### src/rtl/data_mem_arbiter_if.sv
// Bundles both requester ports and the shared memory port of data_mem_arbiter.
// The arbiter uses the slave view; requesters and the memory model use the master view.
// Pure wiring: no state, no latency.
interface data_mem_arbiter_if #(
  parameter int DATA_WIDTH = 32,
  parameter int ADDR_WIDTH = 32
);
  // Requester 0: processor data port
  logic                  cpu_req;
  logic                  cpu_memwrite;
  logic [ADDR_WIDTH-1:0] cpu_data_address;
  logic [DATA_WIDTH-1:0] cpu_writedata;
  logic                  cpu_ack;
  logic                  cpu_err;
  // Requester 1: debug loader
  logic                  dbg_req;
  logic                  dbg_memwrite;
  logic [ADDR_WIDTH-1:0] dbg_data_address;
  logic [DATA_WIDTH-1:0] dbg_writedata;
  logic                  dbg_ack;
  logic                  dbg_err;
  // Shared response data and memory side
  logic [DATA_WIDTH-1:0] received_data;
  logic                  memwrite;
  logic                  memread;
  logic [ADDR_WIDTH-1:0] data_address;
  logic [DATA_WIDTH-1:0] writedata;
  logic [DATA_WIDTH-1:0] mem_readdata;
  logic                  mem_ready;

  modport slave (
    input  cpu_req, cpu_memwrite, cpu_data_address, cpu_writedata,
    input  dbg_req, dbg_memwrite, dbg_data_address, dbg_writedata,
    input  mem_readdata, mem_ready,
    output cpu_ack, cpu_err, dbg_ack, dbg_err,
    output received_data, memwrite, memread, data_address, writedata
  );

  modport master (
    output cpu_req, cpu_memwrite, cpu_data_address, cpu_writedata,
    output dbg_req, dbg_memwrite, dbg_data_address, dbg_writedata,
    output mem_readdata, mem_ready,
    input  cpu_ack, cpu_err, dbg_ack, dbg_err,
    input  received_data, memwrite, memread, data_address, writedata
  );
endinterface

### src/rtl/data_mem_arbiter.sv
// Arbitrates cpu and debug-loader accesses onto one data memory port (IDLE -> BUSY -> RESP).
// Latency: ack 3 cycles after req is sampled when mem_ready is high on the first BUSY cycle.
// Backpressure: mem_ready stretches BUSY up to TIMEOUT cycles, then err; new reqs only taken in IDLE.
// Option: define DATA_MEM_ARBITER_RR_EN for round-robin ties; default gives cpu fixed priority.
module data_mem_arbiter #(
  parameter int DATA_WIDTH = 32,
  parameter int ADDR_WIDTH = 32,
  parameter int TIMEOUT    = 15
) (
  input  logic              clk,
  input  logic              reset,
  data_mem_arbiter_if.slave bus
);

  typedef enum logic [1:0] {
    IDLE = 2'd0,
    BUSY = 2'd1,
    RESP = 2'd2
  } state_t;

  // Counter value on the last permitted BUSY cycle.
  localparam logic [7:0] CNT_LAST = 8'(TIMEOUT - 1);

  state_t                state_q, state_d;
  logic [7:0]            cnt_q, cnt_d;
  logic                  gnt_q, gnt_d;          // 0 = cpu, 1 = dbg
  logic                  we_q, we_d;
  logic [ADDR_WIDTH-1:0] addr_q, addr_d;
  logic [DATA_WIDTH-1:0] wdata_q, wdata_d;
  logic [DATA_WIDTH-1:0] rdata_q, rdata_d;
  logic                  memread_q, memread_d;
  logic                  memwrite_q, memwrite_d;
  logic                  cpu_ack_q, cpu_ack_d;
  logic                  dbg_ack_q, dbg_ack_d;
  logic                  cpu_err_q, cpu_err_d;
  logic                  dbg_err_q, dbg_err_d;
`ifdef DATA_MEM_ARBITER_RR_EN
  logic                  last_grant_q, last_grant_d;
`endif

  logic any_req;
  logic win;

  assign any_req = bus.cpu_req | bus.dbg_req;

  // Pick the winner among current requests; only ties depend on the policy.
  always_comb begin
    win = 1'b0;
    if (bus.cpu_req && bus.dbg_req) begin
`ifdef DATA_MEM_ARBITER_RR_EN
      win = ~last_grant_q;
`else
      win = 1'b0;
`endif
    end else if (bus.dbg_req) begin
      win = 1'b1;
    end
  end

  // Next-state and next-output computation for the transfer FSM.
  always_comb begin
    state_d    = state_q;
    cnt_d      = cnt_q;
    gnt_d      = gnt_q;
    we_d       = we_q;
    addr_d     = addr_q;
    wdata_d    = wdata_q;
    rdata_d    = rdata_q;
    memread_d  = memread_q;
    memwrite_d = memwrite_q;
    cpu_ack_d  = 1'b0;
    dbg_ack_d  = 1'b0;
    cpu_err_d  = 1'b0;
    dbg_err_d  = 1'b0;
`ifdef DATA_MEM_ARBITER_RR_EN
    last_grant_d = last_grant_q;
`endif

    case (state_q)
      IDLE: begin
        memread_d  = 1'b0;
        memwrite_d = 1'b0;
        if (any_req) begin
          gnt_d      = win;
          we_d       = win ? bus.dbg_memwrite     : bus.cpu_memwrite;
          addr_d     = win ? bus.dbg_data_address : bus.cpu_data_address;
          wdata_d    = win ? bus.dbg_writedata    : bus.cpu_writedata;
          memread_d  = win ? ~bus.dbg_memwrite    : ~bus.cpu_memwrite;
          memwrite_d = win ? bus.dbg_memwrite     : bus.cpu_memwrite;
          cnt_d      = 8'd0;
          state_d    = BUSY;
`ifdef DATA_MEM_ARBITER_RR_EN
          last_grant_d = win;
`endif
        end
      end

      BUSY: begin
        // mem_ready takes precedence over a timeout landing on the same edge.
        if (bus.mem_ready) begin
          if (!we_q) begin
            rdata_d = bus.mem_readdata;
          end
          memread_d  = 1'b0;
          memwrite_d = 1'b0;
          cpu_ack_d  = ~gnt_q;
          dbg_ack_d  = gnt_q;
          state_d    = RESP;
        end else if (cnt_q == CNT_LAST) begin
          memread_d  = 1'b0;
          memwrite_d = 1'b0;
          cpu_err_d  = ~gnt_q;
          dbg_err_d  = gnt_q;
          state_d    = RESP;
        end else begin
          cnt_d = cnt_q + 8'd1;
        end
      end

      RESP: begin
        memread_d  = 1'b0;
        memwrite_d = 1'b0;
        state_d    = IDLE;
      end

      default: begin
        memread_d  = 1'b0;
        memwrite_d = 1'b0;
        state_d    = IDLE;
      end
    endcase
  end

  // State and registered outputs; reset kills any in-flight access immediately.
  always_ff @(posedge clk or posedge reset) begin
    if (reset) begin
      state_q    <= IDLE;
      cnt_q      <= 8'd0;
      gnt_q      <= 1'b0;
      we_q       <= 1'b0;
      addr_q     <= '0;
      wdata_q    <= '0;
      rdata_q    <= '0;
      memread_q  <= 1'b0;
      memwrite_q <= 1'b0;
      cpu_ack_q  <= 1'b0;
      dbg_ack_q  <= 1'b0;
      cpu_err_q  <= 1'b0;
      dbg_err_q  <= 1'b0;
`ifdef DATA_MEM_ARBITER_RR_EN
      last_grant_q <= 1'b1;
`endif
    end else begin
      state_q    <= state_d;
      cnt_q      <= cnt_d;
      gnt_q      <= gnt_d;
      we_q       <= we_d;
      addr_q     <= addr_d;
      wdata_q    <= wdata_d;
      rdata_q    <= rdata_d;
      memread_q  <= memread_d;
      memwrite_q <= memwrite_d;
      cpu_ack_q  <= cpu_ack_d;
      dbg_ack_q  <= dbg_ack_d;
      cpu_err_q  <= cpu_err_d;
      dbg_err_q  <= dbg_err_d;
`ifdef DATA_MEM_ARBITER_RR_EN
      last_grant_q <= last_grant_d;
`endif
    end
  end

  assign bus.memread       = memread_q;
  assign bus.memwrite      = memwrite_q;
  assign bus.data_address  = addr_q;
  assign bus.writedata     = wdata_q;
  assign bus.received_data = rdata_q;
  assign bus.cpu_ack       = cpu_ack_q;
  assign bus.dbg_ack       = dbg_ack_q;
  assign bus.cpu_err       = cpu_err_q;
  assign bus.dbg_err       = dbg_err_q;

endmodule

### src/flat_wrapper.sv
// flat-port wrapper written by rule: the top's interface ports become plain ports
module data_mem_arbiter_flat 
#(
  parameter int DATA_WIDTH = 32,
  parameter int ADDR_WIDTH = 32,
  parameter int TIMEOUT    = 15
)
  (clk, reset, bus_cpu_req, bus_cpu_memwrite, bus_cpu_data_address, bus_cpu_writedata, bus_dbg_req, bus_dbg_memwrite, bus_dbg_data_address, bus_dbg_writedata, bus_mem_readdata, bus_mem_ready, bus_cpu_ack, bus_cpu_err, bus_dbg_ack, bus_dbg_err, bus_received_data, bus_memwrite, bus_memread, bus_data_address, bus_writedata);
  data_mem_arbiter_if #(.DATA_WIDTH(DATA_WIDTH), .ADDR_WIDTH(ADDR_WIDTH)) bus_i ();
  input  logic clk;
  input  logic reset;
  input wire logic [$bits(bus_i.cpu_req)-1:0] bus_cpu_req;
  input wire logic [$bits(bus_i.cpu_memwrite)-1:0] bus_cpu_memwrite;
  input wire logic [$bits(bus_i.cpu_data_address)-1:0] bus_cpu_data_address;
  input wire logic [$bits(bus_i.cpu_writedata)-1:0] bus_cpu_writedata;
  input wire logic [$bits(bus_i.dbg_req)-1:0] bus_dbg_req;
  input wire logic [$bits(bus_i.dbg_memwrite)-1:0] bus_dbg_memwrite;
  input wire logic [$bits(bus_i.dbg_data_address)-1:0] bus_dbg_data_address;
  input wire logic [$bits(bus_i.dbg_writedata)-1:0] bus_dbg_writedata;
  input wire logic [$bits(bus_i.mem_readdata)-1:0] bus_mem_readdata;
  input wire logic [$bits(bus_i.mem_ready)-1:0] bus_mem_ready;
  output wire logic [$bits(bus_i.cpu_ack)-1:0] bus_cpu_ack;
  output wire logic [$bits(bus_i.cpu_err)-1:0] bus_cpu_err;
  output wire logic [$bits(bus_i.dbg_ack)-1:0] bus_dbg_ack;
  output wire logic [$bits(bus_i.dbg_err)-1:0] bus_dbg_err;
  output wire logic [$bits(bus_i.received_data)-1:0] bus_received_data;
  output wire logic [$bits(bus_i.memwrite)-1:0] bus_memwrite;
  output wire logic [$bits(bus_i.memread)-1:0] bus_memread;
  output wire logic [$bits(bus_i.data_address)-1:0] bus_data_address;
  output wire logic [$bits(bus_i.writedata)-1:0] bus_writedata;
  assign bus_i.cpu_req = bus_cpu_req;
  assign bus_i.cpu_memwrite = bus_cpu_memwrite;
  assign bus_i.cpu_data_address = bus_cpu_data_address;
  assign bus_i.cpu_writedata = bus_cpu_writedata;
  assign bus_i.dbg_req = bus_dbg_req;
  assign bus_i.dbg_memwrite = bus_dbg_memwrite;
  assign bus_i.dbg_data_address = bus_dbg_data_address;
  assign bus_i.dbg_writedata = bus_dbg_writedata;
  assign bus_i.mem_readdata = bus_mem_readdata;
  assign bus_i.mem_ready = bus_mem_ready;
  assign bus_cpu_ack = bus_i.cpu_ack;
  assign bus_cpu_err = bus_i.cpu_err;
  assign bus_dbg_ack = bus_i.dbg_ack;
  assign bus_dbg_err = bus_i.dbg_err;
  assign bus_received_data = bus_i.received_data;
  assign bus_memwrite = bus_i.memwrite;
  assign bus_memread = bus_i.memread;
  assign bus_data_address = bus_i.data_address;
  assign bus_writedata = bus_i.writedata;
  data_mem_arbiter #(.DATA_WIDTH(DATA_WIDTH), .ADDR_WIDTH(ADDR_WIDTH), .TIMEOUT(TIMEOUT)) u_core (.clk(clk), .reset(reset), .bus(bus_i));
endmodule
### config.mk
export PLATFORM = sky130hd
export DESIGN_NAME = data_mem_arbiter_flat
export DESIGN_NICKNAME = d
export VERILOG_FILES = /design/src/rtl/data_mem_arbiter_if.sv /design/src/rtl/data_mem_arbiter.sv /design/src/flat_wrapper.sv
export SDC_FILE = /design/constraint.sdc
export NUM_CORES = 1
export LEC_CHECK = 0
export ABC_AREA = 0
export ABC_CLOCK_PERIOD_IN_PS = 8100
export BUFFER_PORTS_ARGS = -buffer_cell sky130_fd_sc_hd__buf_2
export CAP_MARGIN = 20
export CORE_MARGIN = 4
export CORE_UTILIZATION = 48
export DETAILED_ROUTE_END_ITERATION = 10
export PLACE_DENSITY = 0.85
export SLEW_MARGIN = 40
export SYNTH_ARGS = -nofsm -noshare
export SYNTH_HDL_FRONTEND = slang
export SYNTH_SLANG_ARGS = --single-unit
### constraint.sdc
create_clock -name clk -period 8.1 [get_ports clk]
set_clock_uncertainty 0.15 [all_clocks]
set_input_delay 0.405 -clock clk [delete_from_list [all_inputs] [get_ports clk]]
set_output_delay 0.405 -clock clk [all_outputs]
set_load 0.05 [all_outputs]
==> impl_metrics.tcl <==
set metrics [dict create \
    dr.pass1.iters 6 \
    clock_latency_ns 0.49 \
    path_depth 5 \
    leakage_nw 4.01 \
    synth_seq_cells 114 \
    syn_nets 599 \
    start_util 0.499 \
    wl_per_cell_um 18.1 \
    worst-path-buf-inv 1 \
    vdd_drop_max_v 0.000257 \
    max_cap_violations 0 \
    crit_chain "nor2b_1 -> nand2_1 -> nor2_2 -> buf_4 -> mux2_2" \
    fin_area_um2 7360 \
    relSlewSlack 0.576 \
    dp_cells 811 \
    ios 269 \
    htreeDepth 4 \
    io_buffers 268 \
    netlist_area_um2 4940 \
    end_kind "flop" \
    post_dp_cell_area_um2 6410 \
    ys.flop_type "dfrtp_1" \
    timing_worst_setup_path_type "reg2reg" \
    dpl.hpwl_mm 10.8 \
    netlist_instances 430 \
    syn_to_final_growth_pct 48.9 \
    die_h_um 109 \
    synthArstFlopShare 1.00 \
    dieArea_um2 12000 \
    grt_max_degree 132 \
    hp-class "in2reg" \
    clockBufferDepth 2 \
    diodes 0 \
    core_area_um2 9910 \
    critPathSlowestCell "nor2b_1" \
    synth.distinct_cells 35 \
    clock.fmax_ghz 0.460 \
    worstPathMaxFanout 32 \
    ys_top_cells_by_area "dfrtp_1 58%, mux2i_1 13%, o21ai_0 7.4%, mux2_2 7.1%, nand2_1 5.2%" \
    clk_pin_slew_ns 0.06 \
    via_per_inst 5.13 \
    rsz0062_at_grt "false" \
    ant_nets 0 \
    postCtsSetupBuffers 0 \
    syn_area_per_cell_um2 11.5 \
    synth_top_area_cell "dfrtp_1" \
    path_delay_family "simple AND/OR/NAND/NOR gates" \
    tns_ns 0 \
    finalWirelength_mm 15.9 \
    antenna_found_initial 0 \
    row_count 36 \
    reg2reg_to "u_core.bus.received_data[15]" \
    setup-violations-final 0 \
    min_period_over_period 0.268 \
    ff2ff_path_depth 5 \
    cts_tree "yes" \
    grt_usage 0.258 \
    first_iter_violations 311 \
    nets 901 \
    post-route-drc-count 0 \
    die_x_um 109 \
    layout.cells.non_filler 877 \
    grt_pass1_vias 4677 \
    r2r_start "u_core.state_q[1]" \
    synth_edf_count 0 \
    r2r_slack_ns 5.93 \
    cts_buffers 17 \
    ys_warn_count 0 \
    drive_gt1_frac 0.462 \
    layout_min_cycle_time_ns 2.17 \
    synth_top_area_share 0.577 \
    arrival_ns 2.40 \
    grt_pass1_wl_mm 23.5 \
    cp-endpoint "u_core.bus.received_data[15]" \
    tightest_slew_ns 0.635 \
    p_total_mw 3.41 \
    ys_seq_area_frac 0.577 \
    status "complete, no violations" \
    slew_violations 0 \
    root_buffer "clkbuf_8" \
    crit_start "u_core.state_q[1]" \
    cp.required_ns 8.33 \
    cts_sinks 114 \
    hold_viol 0 \
    overflow 0 \
    gp_congestion 0.839 \
    setup.worst_path.start_class "flop" \
    powerDensity_nw_per_um2 463 \
    slowest_delay_ns 0.45 \
    vias 4498 \
]
## cell usage after synthesis (2+ instances only)
cell / count
dfrtp_1: 114
ha_1: 2
and3_1: 3
mux2i_1: 65
nand2_1: 68
nor2_1: 9
nand2b_1: 2
inv_1: 3
clkbuf_1: 13
a31oi_1: 3
a21oi_1: 7
buf_4: 3
nand3_1: 4
a22o_2: 2
nor4_1: 2
o21a_1: 2
buf_2: 8
mux2_2: 31
o21ai_0: 73
## per-layer routing
metal  GRT usage  part of all wire
met5           0                 0
met2       0.456              0.52
met4       0.120             0.033
met3      0.0722             0.094
met1       0.286              0.36
## cell families (layout without fill, tap and decap cells)
group,after synthesis,after routing,share of synthesized area
fa+ha+maj,2,2,0.00506
mux,98,98,0.208
flops,114,114,0.577
simple gates,98,98,0.0869
buf+inv,28,342,0.0256
compound gates,90,90,0.0975
## stage by stage
| stage | util | hold WS, ns | setup WS (ns) |
|---|---|---|---|
| floorplan | - | 0.291 | 4.53 |
| global placement | 0.644 | 0.308 | 5.89 |
| detailed placement | 0.647 | 0.315 | 5.93 |
| CTS | 0.740 | 0.0191 | 5.92 |
| global route | 0.743 | 0.0374 | 5.73 |
| finish | 0.743 | 0.0420 | 5.93 |
## worst reg2reg max path, delay by kind of cell, from the launching register on
kind,cells,cell delay [ns]
buffers and inverters,1,0.37
DFF,1,0.41
muxes,1,0.42
and+or+nand+nor,3,0.71
## sequential cells by signal, summed over array words and instances (netlist names)
signal,count
u_core.bus.cpu_ack,1
u_core.bus.dbg_ack,1
u_core.cnt_q,8
u_core.bus.memread,1
u_core.bus.cpu_err,1
u_core.bus.received_data,32
u_core.bus.data_address,32
u_core.gnt_q,1
u_core.we_q,1
u_core.bus.memwrite,1
u_core.state_q,2
u_core.bus.dbg_err,1
u_core.bus.writedata,32
## area by class of cell
class,instances,area (um2)
Timing Repair Buffer,307,1760
Sequential cell,114,2850
Inverter,4,17.5
Clock inverter,10,134
Multi-Input combinational cell,288,1980
Tap cell,133,166
Clock buffer,21,449
Fill cell,652,2550
## power breakdown
group / switching [mW] / leakage [nW] / internal (mW)
sequential: 0.153 / 1.41 / 0.831
clock: 0.248 / 0.284 / 0.481
combinational: 1.29 / 2.32 / 0.407
total: 1.69 / 4.01 / 1.72
## worst min-delay path by stage
stage	startpoint	depth (start not counted)	slack, ns	end
after floorplan	u_core.cnt_q[7]	1	0.29	u_core.cnt_q[7]
after global placement	u_core.bus.data_address[13]	2	0.31	u_core.bus.data_address[13]
after detailed placement	u_core.bus.data_address[16]	2	0.32	u_core.bus.data_address[16]
after CTS	bus_dbg_writedata[4]	3	0.02	u_core.bus.writedata[4]
after global routing	bus_dbg_writedata[9]	3	0.04	u_core.bus.writedata[9]
final	bus_dbg_writedata[9]	3	0.04	u_core.bus.writedata[9]
## layout by cell type, fill, tap and decap left out, drive strengths merged, types with 7 or more instances in the layout
cell,netlist,routed
a21oi,7,7
mux2,33,33
clkbuf,13,21
buf,11,273
nor2,11,11
dlygate4sd3,0,34
o21ai,74,74
nand2,68,68
mux2i,65,65
dfrtp,114,114
## repair_timing
item	4_1_cts	5_1_grt
hold buffers	34	0
gates resized for setup	0	0
hold endpoints to repair	74	0
Power figures use the tool's default switching activity.
